`src/rtl/add_sub_arbiter.sv`:
```
// Round-robin arbiter sharing one add_subBar unit between two valid/ready
// requesters; results return on a single registered, ID-tagged response channel.

module add_subBar #(
  parameter int n = 4
) (
  input  logic [n-1:0] a,
  input  logic [n-1:0] b,
  input  logic         add_sub,
  output logic [n-1:0] s,
  output logic         cout,
  output logic         OverflowSign
);
  logic [n-1:0] bx;
  logic [n:0]   sum;

  // add_sub = 1 subtracts: A + ~B + 1
  always_comb begin
    bx  = b ^ {n{add_sub}};
    sum = {1'b0, a} + {1'b0, bx} + {{n{1'b0}}, add_sub};
  end

  assign s            = sum[n-1:0];
  assign cout         = sum[n];
  assign OverflowSign = (a[n-1] == bx[n-1]) && (s[n-1] != a[n-1]);
endmodule

module add_sub_arbiter #(
  parameter int n = 4
) (
  input  logic         clk,
  input  logic         rst_n,
  input  logic         req0_valid,
  output logic         req0_ready,
  input  logic [n-1:0] req0_a,
  input  logic [n-1:0] req0_b,
  input  logic         req0_sub,
  input  logic         req1_valid,
  output logic         req1_ready,
  input  logic [n-1:0] req1_a,
  input  logic [n-1:0] req1_b,
  input  logic         req1_sub,
  output logic         rsp_valid,
  input  logic         rsp_ready,
  output logic         rsp_id,
  output logic [n-1:0] rsp_s,
  output logic         rsp_cout,
  output logic         rsp_ovf,
  output logic         busy
);
  typedef enum logic [1:0] {IDLE, EXEC, RESP} state_t;

  state_t       state_q, state_d;
  logic         last_grant_q;
  logic [n-1:0] op_a_q, op_b_q;
  logic         op_sub_q, op_id_q;
  logic [n-1:0] rsp_s_q;
  logic         rsp_cout_q, rsp_ovf_q, rsp_id_q;

  logic         gnt_any, gnt_id, accept;
  logic [n-1:0] unit_s, op_bx;
  logic         unit_cout, unit_ovf_unused;

  add_subBar #(.n(n)) u_unit (
    .a            (op_a_q),
    .b            (op_b_q),
    .add_sub      (op_sub_q),
    .s            (unit_s),
    .cout         (unit_cout),
    .OverflowSign (unit_ovf_unused)
  );

  // Contention goes to whichever requester was not granted last
  always_comb begin
    gnt_any = req0_valid || req1_valid;
    gnt_id  = (req0_valid && req1_valid) ? ~last_grant_q : req1_valid;
    accept  = (state_q == IDLE) && gnt_any;
    op_bx   = op_b_q ^ {n{op_sub_q}};
  end

  always_ff @(posedge clk) begin
    if (!rst_n) begin
      state_q      <= IDLE;
      last_grant_q <= 1'b1;
      op_a_q       <= '0;
      op_b_q       <= '0;
      op_sub_q     <= 1'b0;
      op_id_q      <= 1'b0;
      rsp_s_q      <= '0;
      rsp_cout_q   <= 1'b0;
      rsp_ovf_q    <= 1'b0;
      rsp_id_q     <= 1'b0;
    end else begin
      state_q <= state_d;
      if (accept) begin
        op_a_q       <= gnt_id ? req1_a : req0_a;
        op_b_q       <= gnt_id ? req1_b : req0_b;
        op_sub_q     <= gnt_id ? req1_sub : req0_sub;
        op_id_q      <= gnt_id;
        last_grant_q <= gnt_id;
      end
      if (state_q == EXEC) begin
        rsp_s_q    <= unit_s;
        rsp_cout_q <= unit_cout;
        rsp_ovf_q  <= (op_a_q[n-1] == op_bx[n-1]) && (unit_s[n-1] != op_a_q[n-1]);
        rsp_id_q   <= op_id_q;
      end
    end
  end

  always_comb begin
    state_d = state_q;
    case (state_q)
      IDLE:    if (gnt_any) state_d = EXEC;
      EXEC:    state_d = RESP;
      RESP:    if (rsp_ready) state_d = IDLE;
      default: state_d = IDLE;
    endcase
  end

  always_comb begin
    req0_ready = (state_q == IDLE) && gnt_any && !gnt_id;
    req1_ready = (state_q == IDLE) && gnt_any && gnt_id;
    rsp_valid  = (state_q == RESP);
    busy       = (state_q != IDLE);
    rsp_id     = rsp_id_q;
    rsp_s      = rsp_s_q;
    rsp_cout   = rsp_cout_q;
    rsp_ovf    = rsp_ovf_q;
  end
endmodule

```
`config.mk`:
```
export PLATFORM = sky130hd
export DESIGN_NAME = add_sub_arbiter
export DESIGN_NICKNAME = d
export VERILOG_FILES = /design/src/rtl/add_sub_arbiter.sv
export SDC_FILE = /design/constraint.sdc
export NUM_CORES = 1
export LEC_CHECK = 0
export CAP_MARGIN = 10
export CORE_MARGIN = 2
export CORE_UTILIZATION = 46
export CTS_CLUSTER_DIAMETER = 120
export DETAILED_ROUTE_END_ITERATION = 10
export GPL_TIMING_DRIVEN = 0
export PLACE_DENSITY = 0.79
export SYNTH_ARGS = -nofsm -noshare
export SYNTH_HDL_FRONTEND = slang
export SYNTH_HIERARCHICAL = 1
export SYNTH_SLANG_ARGS = --single-unit
```
`constraint.sdc`:
```
create_clock -name clk -period 2.2 [get_ports clk]
set_clock_uncertainty 0.05 [all_clocks]
set_input_delay 0.55 -clock clk [delete_from_list [all_inputs] [get_ports clk]]
set_output_delay 0.55 -clock clk [all_outputs]
set_load 0.02 [all_outputs]
```
Yosys cells after proc, flatten, opt, wreduce, memory -nomap -nowiden
Index checks and enable logic that the tools add are counted.
{"block": "word_totals", "ff_bits": 20, "out_inout_bits": 11}
{"block": "op_classes", "n_bitwise": 2, "reduce_logical": 10, "n_eq_ne": 6, "n_mux": 7, "add_sub_neg": 2}
{"operator": "2-to-1 mux 4 bit", "n": 2}
{"operator": "one-hot mux 2 bit (3 select lines)", "n": 1}
{"operator": "adder 4 x 4 -> 5 bit", "n": 1}
{"operator": "adder 5 x 1 -> 5 bit", "n": 1}
{"operator": "logical AND 1 bit", "n": 5}
{"operator": "2-to-1 mux 2 bit", "n": 2}
{"operator": "XOR 4 bit", "n": 1}
{"operator": "equality test 2 x 1 -> 1 bit (second input constant)", "n": 1}
{"operator": "equality test 2 bit (second input constant)", "n": 1}
{"operator": "zero test 2 bit", "n": 1}
{"operator": "2-to-1 mux 1 bit", "n": 2}
{"operator": "inequality test 2 x 1 -> 1 bit (second input constant)", "n": 1}
{"operator": "inequality test 2 bit (second input constant)", "n": 1}
{"operator": "AND reduction 2 bit", "n": 1}
{"operator": "nonzero test 2 bit", "n": 1}
{"operator": "equality test 1 bit", "n": 1}
{"operator": "zero test 1 bit", "n": 1}
{"operator": "logical OR 1 bit", "n": 1}
{"operator": "inequality test 1 bit", "n": 1}
{"operator": "NOT 1 bit", "n": 1}

Longest topological paths before layout
Gate-level depths: netlist (run 1).
{"block": "logic_depth", "ltp_word": 5, "mapped_depth": 8}

Hierarchy
Netlist (run 1), hierarchy kept.
{"module": "add_sub_arbiter", "instances": 1, "area_each_um2": 934.6, "cells_each": 106}
{"module": "add_subBar", "instances": 1, "area_each_um2": 193.9, "cells_each": 18}

Worst setup path after synthesis (run 1)
OpenSTA, ideal clock, no wires.
{"block": "synth_path", "path_kind": "register to register", "start": "register op_sub_q", "end": "register rsp_ovf_q (netlist: rsp_ovf)", "synth_period_minus_slack_ps": 1877, "t_required_ps": 2080, "stages_incl_launch_ff": 9, "t_arrival_ps": 1758, "path_slack_ps": 323, "path_buffers": 0, "cell_sequence": "dfxtp_1 -> xor2_1 -> ha_1 -> a21o_1 -> a31oi_4 -> xnor2_1 -> nor2b_1 -> mux2i_1 -> a21oi_1"}
{"block": "synth_via", "elab_chain_len": 5}
{"element": "start, declared", "line_no": "56", "text": "logic op_sub_q, op_id_q;"}
{"element": "start signal, assigned", "line_no": "98", "text": "op_sub_q <= gnt_id ? req1_sub : req0_sub;"}
{"element": "XOR 4 bit", "line_no": "19", "text": "bx = b ^ {n{add_sub}};"}
{"element": "adder 4 x 4 -> 5 bit", "line_no": "20", "text": "sum = {1'b0, a} + {1'b0, bx} + {{n{1'b0}}, add_sub};"}
{"element": "adder 5 x 1 -> 5 bit *", "line_no": "20"}
{"element": "via unit_s[3]", "line_no": "61", "text": "logic [n-1:0] unit_s, op_bx;"}
{"element": "inequality test 1 bit *"}
{"element": "logical AND 1 bit *", "line_no": "105", "text": "rsp_ovf_q <= (op_a_q[n-1] == op_bx[n-1]) && (unit_s[n-1] != op_a_q[n-1]);"}
{"element": "end signal, assigned", "line_no": "105"}
{"element": "end, declared", "line_no": "58", "text": "logic rsp_cout_q, rsp_ovf_q, rsp_id_q;"}
The timed path passes the listed nets; every way through them passes the cells marked *.
A chain may end at the register's enable or synchronous reset.

Final worst setup path (run 1)
{"block": "layout_path", "start": "input port req1_valid", "end": "output port req0_ready"}
{"block": "layout_via", "elab_chain_len": 4}
{"element": "start, declared", "line_no": "38", "text": "input logic req1_valid,"}
{"element": "logical AND 1 bit", "line_no": "76", "text": "gnt_id = (req0_valid && req1_valid) ? ~last_grant_q : req1_valid;"}
{"element": "2-to-1 mux 1 bit", "line_no": "76"}
{"element": "zero test 1 bit", "line_no": "122", "text": "req0_ready = (state_q == IDLE) && gnt_any && !gnt_id;"}
{"element": "logical AND 1 bit *", "line_no": "122"}
{"element": "end, declared", "line_no": "34", "text": "output logic req0_ready,"}
Every way passes the cells marked *; elsewhere a longest branch is shown, timed or not.

==> flow_summary.json, run 1 <==
{
  "wl_per_cell_um": 12.5,
  "syn_to_final_growth_pct": 35.7,
  "dpl.hpwl_um": 1790,
  "rows": 17,
  "drt_wl_total_um": 2310,
  "tritoncts": "built",
  "peakVddDrop_v": 0.000477,
  "ys_warn_count": 6,
  "gp_congestion": 0.786,
  "rsz0062_at_grt": "false",
  "slowest_delay_ns": 0.26,
  "first_pass_iters": 4,
  "drc_errors": 0,
  "die_width_um": 53.0,
  "cell_internal_pwr_w": 0.000701,
  "post_cts_buffers": 0,
  "numPortBuffers": 33,
  "cts.clk_slew.worst_paths_ns": 0.12,
  "switchingPower_w": 0.000344,
  "num_io_pins": 34,
  "period_share_pct": 97.2,
  "first_global_vias": 1003,
  "r2r_slack_ns": 0.20,
  "cts_root_buf": "clkbuf_4",
  "h-tree-depth": 1,
  "dieArea_mm2": 0.00281,
  "pwr-share-clk_pct": 20.1,
  "crit_buf_inv": 3,
  "endpoint_kind": "primary output",
  "maxCapViolCount": 0,
  "start_kind": "primary input",
  "p_per_area_mw_per_mm2": 698,
  "holdPathStages": 2,
  "fin_util_pct": 67.1,
  "crit_required_ns": 1.60,
  "cts_buffer_depth": 2,
  "grtUsageTotal_pct": 19.7,
  "crit_family": "buffers and inverters",
  "synth_cells": 121,
  "drv_slew": 0,
  "min_period_ns": 2.14,
  "synth_area_mm2": 0.00110,
  "p_sw_share_pct": 32.9,
  "slew_headroom_pct": 67.0,
  "finalNetCount": 185,
  "ant_nets": 0,
  "combPwrFrac_pct": 37.9,
  "crit_cells": 5,
  "grt_pass1_wl_um": 4110,
  "reg2regPathDepth": 8,
  "syn_nets": 148,
  "drtIter0Drc": 3,
  "status": "finished, final reports clean",
  "drt-vias-per-instance": 5.27,
  "cpMaxStageDelayCell": "dlygate4sd2_1",
  "die_h_um": 53.0,
  "grt_start_max_net_pins": 14,
  "fmax_mhz": 468,
  "r2r-start": "op_sub_q",
  "antenna_found_initial": 0,
  "path_class": "in -> out",
  "vias": 975,
  "worstMarginPinSlew_ns": 0.496,
  "critPathMaxFanout": 10,
  "cp_cell_sequence": "dlygate4sd2_1, a21bo_1, buf_4, and3_1, buf_2",
  "synth_area_per_cell_um2": 9.12,
  "drive_gt1_share_pct": 16.6,
  "clock_latency_ns": 0.30,
  "n_antenna_cell": 0,
  "initial_utilization_pct": 49.4,
  "finalHoldViolCount": 0,
  "cts_sinks": 20,
  "min_from": "op_id_q",
  "power.share.sequential_pct": 42.0,
  "worstPathArrival_ns": 1.54,
  "grt.overflow.total": 0,
  "core_mm2": 0.00223,
  "placement.cell_area_mm2": 0.00147,
  "setup_viol": 0,
  "startpoint": "req1_valid",
  "cts_buffers": 3,
  "hold_class": "reg -> reg",
  "leakagePower_nw": 0.642,
  "post-route-cell-area_mm2": 0.00150
}
-- sequential cells by signal, summed over array words and instances (netlist names) --
register,flops
op_b_q,4
rsp_ovf,1
op_id_q,1
op_a_q,4
state_q,2
last_grant_q,1
rsp_s,4
op_sub_q,1
rsp_id,1
rsp_cout,1
-- metal layers --
layer | wire length (um) | track usage [%] | vias to the layer above | part of all wire (%)
met4 | 29 | 7.26 | 0 | 1.3
met1 | 996 | 23.2 | 447 | 43
met5 | 0 | 0 | - | 0
met3 | 109 | 2.82 | 4 | 4.7
met2 | 1170 | 35.6 | 29 | 51
li1 | - | - | 495 | -
-- final timing paths --
path	end
worst min register to register	rsp_id
worst min-delay path	rsp_id
worst max-delay path	req0_ready
worst max register to register	rsp_ovf
-- final cells by class --
class                           instances  area [um2]
Buffer                                  5        32.5
Clock buffer                            4        36.3
Fill cell                             205         736
Inverter                                2        7.51
Multi-Input combinational cell         93         661
Sequential cell                        20         402
Tap cell                               28        35.0
Timing Repair Buffer                   33         324
-- metrics by stage --
| step | power [W] | worst slack, ns | setup TNS [ns] | std cells | hold slack (ns) |
|---|---|---|---|---|---|
| 3_5_place_dp | 0.000844 | -0.627 | -1.08 | 182 | 0.395 |
| 6_report | 0.00104 | 0.0621 | 0 | 185 | 0.410 |
| 3_3_place_gp | 0.000831 | -0.595 | -1.02 | 182 | 0.392 |
| 2_1_floorplan | 0.000713 | 0.357 | 0 | 121 | 0.378 |
| 4_1_cts | 0.00105 | 0.0404 | 0 | 185 | 0.412 |
| 5_1_grt | 0.00111 | 0.00232 | 0 | 185 | 0.440 |
-- cells in the final DEF (no fill, tap or decap), drive strengths merged, types with 2 or more instances in the layout --
cell / instances
a21oi: 18
nor2: 2
clkdlybuf4s50: 28
nor2b: 4
nand2: 30
nand2b: 2
clkbuf: 4
xor2: 6
ha: 3
dfxtp: 20
buf: 6
o21ai: 2
a21o: 3
inv: 2
a21boi: 2
and3: 3
dlygate4sd2: 3
a311oi: 9
-- power by group through the flow --
stage	logic (W)	clock network, W	registers (W)
2_1_floorplan	0.000257	0	0.000456
3_3_place_gp	0.000386	0	0.000444
3_5_place_dp	0.000396	0	0.000447
4_1_cts	0.000396	0.000216	0.000439
5_1_grt	0.000434	0.000235	0.000446
6_report	0.000396	0.000210	0.000439
-- worst register-to-register path, cell delays in order, from the launching register on --
cell and delay, ns:
dfxtp_2 0.43, xor2_1 0.18, ha_1 0.32, a21o_1 0.24, a31oi_4 0.14, xnor2_1 0.18, nor2b_1 0.16, mux2i_1 0.09
a21oi_1 0.16
-- repair_timing --
| action | 4_1_cts | 5_1_grt |
|---|---|---|
| resized for setup | 8 | 2 |
| hold buffers | 0 | 0 |
| hold endpoints to repair | 0 | 0 |
| endpoints found under the setup margin | 2 | 2 |
Power figures use the tool's default switching activity.
==> run 2: changes to the inputs <==
--- a/config.mk
+++ b/config.mk
@@ -7,11 +7,11 @@
 export LEC_CHECK = 0
 export CAP_MARGIN = 10
 export CORE_MARGIN = 2
-export CORE_UTILIZATION = 46
+export CORE_UTILIZATION = 49
 export CTS_CLUSTER_DIAMETER = 120
 export DETAILED_ROUTE_END_ITERATION = 10
 export GPL_TIMING_DRIVEN = 0
-export PLACE_DENSITY = 0.79
+export PLACE_DENSITY = 0.83
 export SYNTH_ARGS = -nofsm -noshare
 export SYNTH_HDL_FRONTEND = slang
 export SYNTH_HIERARCHICAL = 1
==> constraint.sdc (replaced) <==
create_clock -name clk -period 2.6 [get_ports clk]
set_clock_uncertainty 0.05 [all_clocks]
set_input_delay 0.65 -clock clk [delete_from_list [all_inputs] [get_ports clk]]
set_output_delay 0.65 -clock clk [all_outputs]
set_load 0.02 [all_outputs]
==> run 2 against run 1 <==
Against the previous run:
- sequential cell count unchanged
- first-iteration DRC count grew 100%
- critical path type unchanged
- non-clock buffer count grew 1
- utilization rose by 2.3 points
- die area fell by 5.7%
- sequential share of layout area decreased by 0.22 points
==> flow_summary.json, run 2 (synthesis results as in run 1) <==
{
  "grt_start_max_net_pins": 12,
  "rows": 17,
  "dpl.hpwl_um": 1750,
  "fmax_mhz": 404,
  "endpoint_kind": "primary output",
  "grt.overflow.total": 0,
  "cts_root_buf": "clkbuf_4",
  "num_io_pins": 34,
  "slowest_delay_ns": 0.27,
  "drt-vias-per-instance": 5.20,
  "grtUsageTotal_pct": 19.4,
  "period_share_pct": 95.3,
  "first_global_vias": 967,
  "syn_to_final_growth_pct": 36.4,
  "crit_required_ns": 1.90,
  "drv_slew": 0,
  "cts_sinks": 20,
  "cts.clk_slew.worst_paths_ns": 0.12,
  "first_pass_iters": 4,
  "rsz0062_at_grt": "false",
  "clock_latency_ns": 0.30,
  "drt_wl_total_um": 2140,
  "numPortBuffers": 33,
  "drive_gt1_share_pct": 16.5,
  "min_period_ns": 2.48,
  "finalNetCount": 186,
  "post-route-cell-area_mm2": 0.00151,
  "n_antenna_cell": 0,
  "path_class": "in -> out",
  "crit_family": "buffers and inverters",
  "fillCellCount": 203,
  "maxCapViolCount": 0,
  "whs_ns": 0.412,
  "cts_buffers": 3,
  "layout_common_cells": "nand2_1 (30), clkdlybuf4s50_1 (29), dfxtp_1 (20), a21oi_1 (18), a311oi_2 (9)",
  "hold_class": "reg -> reg",
  "core_mm2": 0.00217,
  "cts_buffer_depth": 2,
  "initial_utilization_pct": 50.9,
  "ant_nets": 0,
  "status": "finished, final reports clean",
  "fin_cells": 186,
  "crit_buf_inv": 3,
  "die_h_um": 51.5,
  "worstPathArrival_ns": 1.78,
  "grt_pass1_wl_um": 3840,
  "dieArea_mm2": 0.00265,
  "critPathMaxFanout": 10,
  "placement.cell_area_mm2": 0.00147,
  "vias": 968,
  "p_per_area_mw_per_mm2": 587,
  "tritoncts": "built",
  "finalHoldViolCount": 0,
  "tns_ns": 0,
  "worstMarginPinSlew_ns": 0.506,
  "post_cts_buffers": 0,
  "r2r_slack_ns": 0.59,
  "cpMaxStageDelayCell": "dlygate4sd2_1",
  "slew_headroom_pct": 66.3,
  "gp_congestion": 0.740,
  "peakVddDrop_v": 0.000379,
  "die_width_um": 51.5,
  "wl_per_cell_um": 11.5,
  "leakagePower_nw": 0.628,
  "setup_viol": 0,
  "place_inst": 182,
  "final_common_cell": "nand2_1",
  "cp_cell_sequence": "dlygate4sd2_1, or2_4, buf_2, and3_1, clkdlybuf4s15_2",
  "h-tree-depth": 1,
  "drtIter0Drc": 6,
  "antenna_found_initial": 0,
  "start_kind": "primary input",
  "drc_errors": 0
}
run 2: cell types whose count changed in the layout (fill, tap and decap cells not counted):
cell / change
dfxtp_1: +1
clkdlybuf4s50_1: +1
clkdlybuf4s15_2: +1
dlymetal6s2s_1: -1
dfxtp_2: -1
run 2: stage by stage:
stage | setup WS, ns | total power [W] | utilization (%)
finish | 0.122 | 0.000883 | 69.4
global route | 0.0603 | 0.000946 | 69.4
CTS | 0.122 | 0.000893 | 69.4
detailed placement | -0.410 | 0.000714 | 67.7
global placement | -0.392 | 0.000702 | 67.7
floorplan | 0.618 | 0.000603 | -
run 2: where the power goes:
group          leakage (nW)  internal, W  switching [W]
Combinational         0.442     0.000168       0.000162
Sequential            0.165     0.000341      0.0000293
Clock                0.0210    0.0000855      0.0000977
Total                 0.628     0.000595       0.000289
run 2: timing repair:
action                                  CTS  global route
endpoints found under the hold margin     0             0
hold buffers                              0             0
resized for setup                         7             0
endpoints found under the setup margin    2             0
run 2: worst paths after layout:
check / cells past startpoint / startpoint / end
setup / recovery: 5 / req1_valid / req0_ready
hold / removal: 2 / rsp_s[0] / rsp_s[0]
setup reg to reg: 8 / op_sub_q / rsp_ovf
hold reg to reg: 2 / rsp_s[0] / rsp_s[0]
run 2: final cells by class:
class                           count  area, um2  area share [%]
Multi-Input combinational cell     93        661            43.9
Inverter                            2       7.51           0.499
Buffer                              6       37.5            2.49
Sequential cell                    20        400            26.6
Clock buffer                        4       36.3            2.41
Timing Repair Buffer               33        328            21.8
Tap cell                           28       35.0            2.33
run 2: per-layer routing:
layer / wire length [um] / share of wire, % / track usage (%) / vias up
met4: 38 / 1.8 / 9.21 / 0
met1: 909 / 42 / 20.6 / 438
met5: 0 / 0 / 0 / -
met3: 80 / 3.7 / 2.63 / 5
li1: - / - / - / 499
met2: 1110 / 52 / 37.0 / 26
run 2: worst register-to-register path: stages (launching register included):
cell     delay, ns
dfxtp_1       0.49
xor2_1        0.18
ha_1          0.31
a21o_1        0.23
a31oi_4       0.14
xnor2_1       0.17
nor2b_1       0.16
mux2i_1       0.09
a21oi_1       0.14
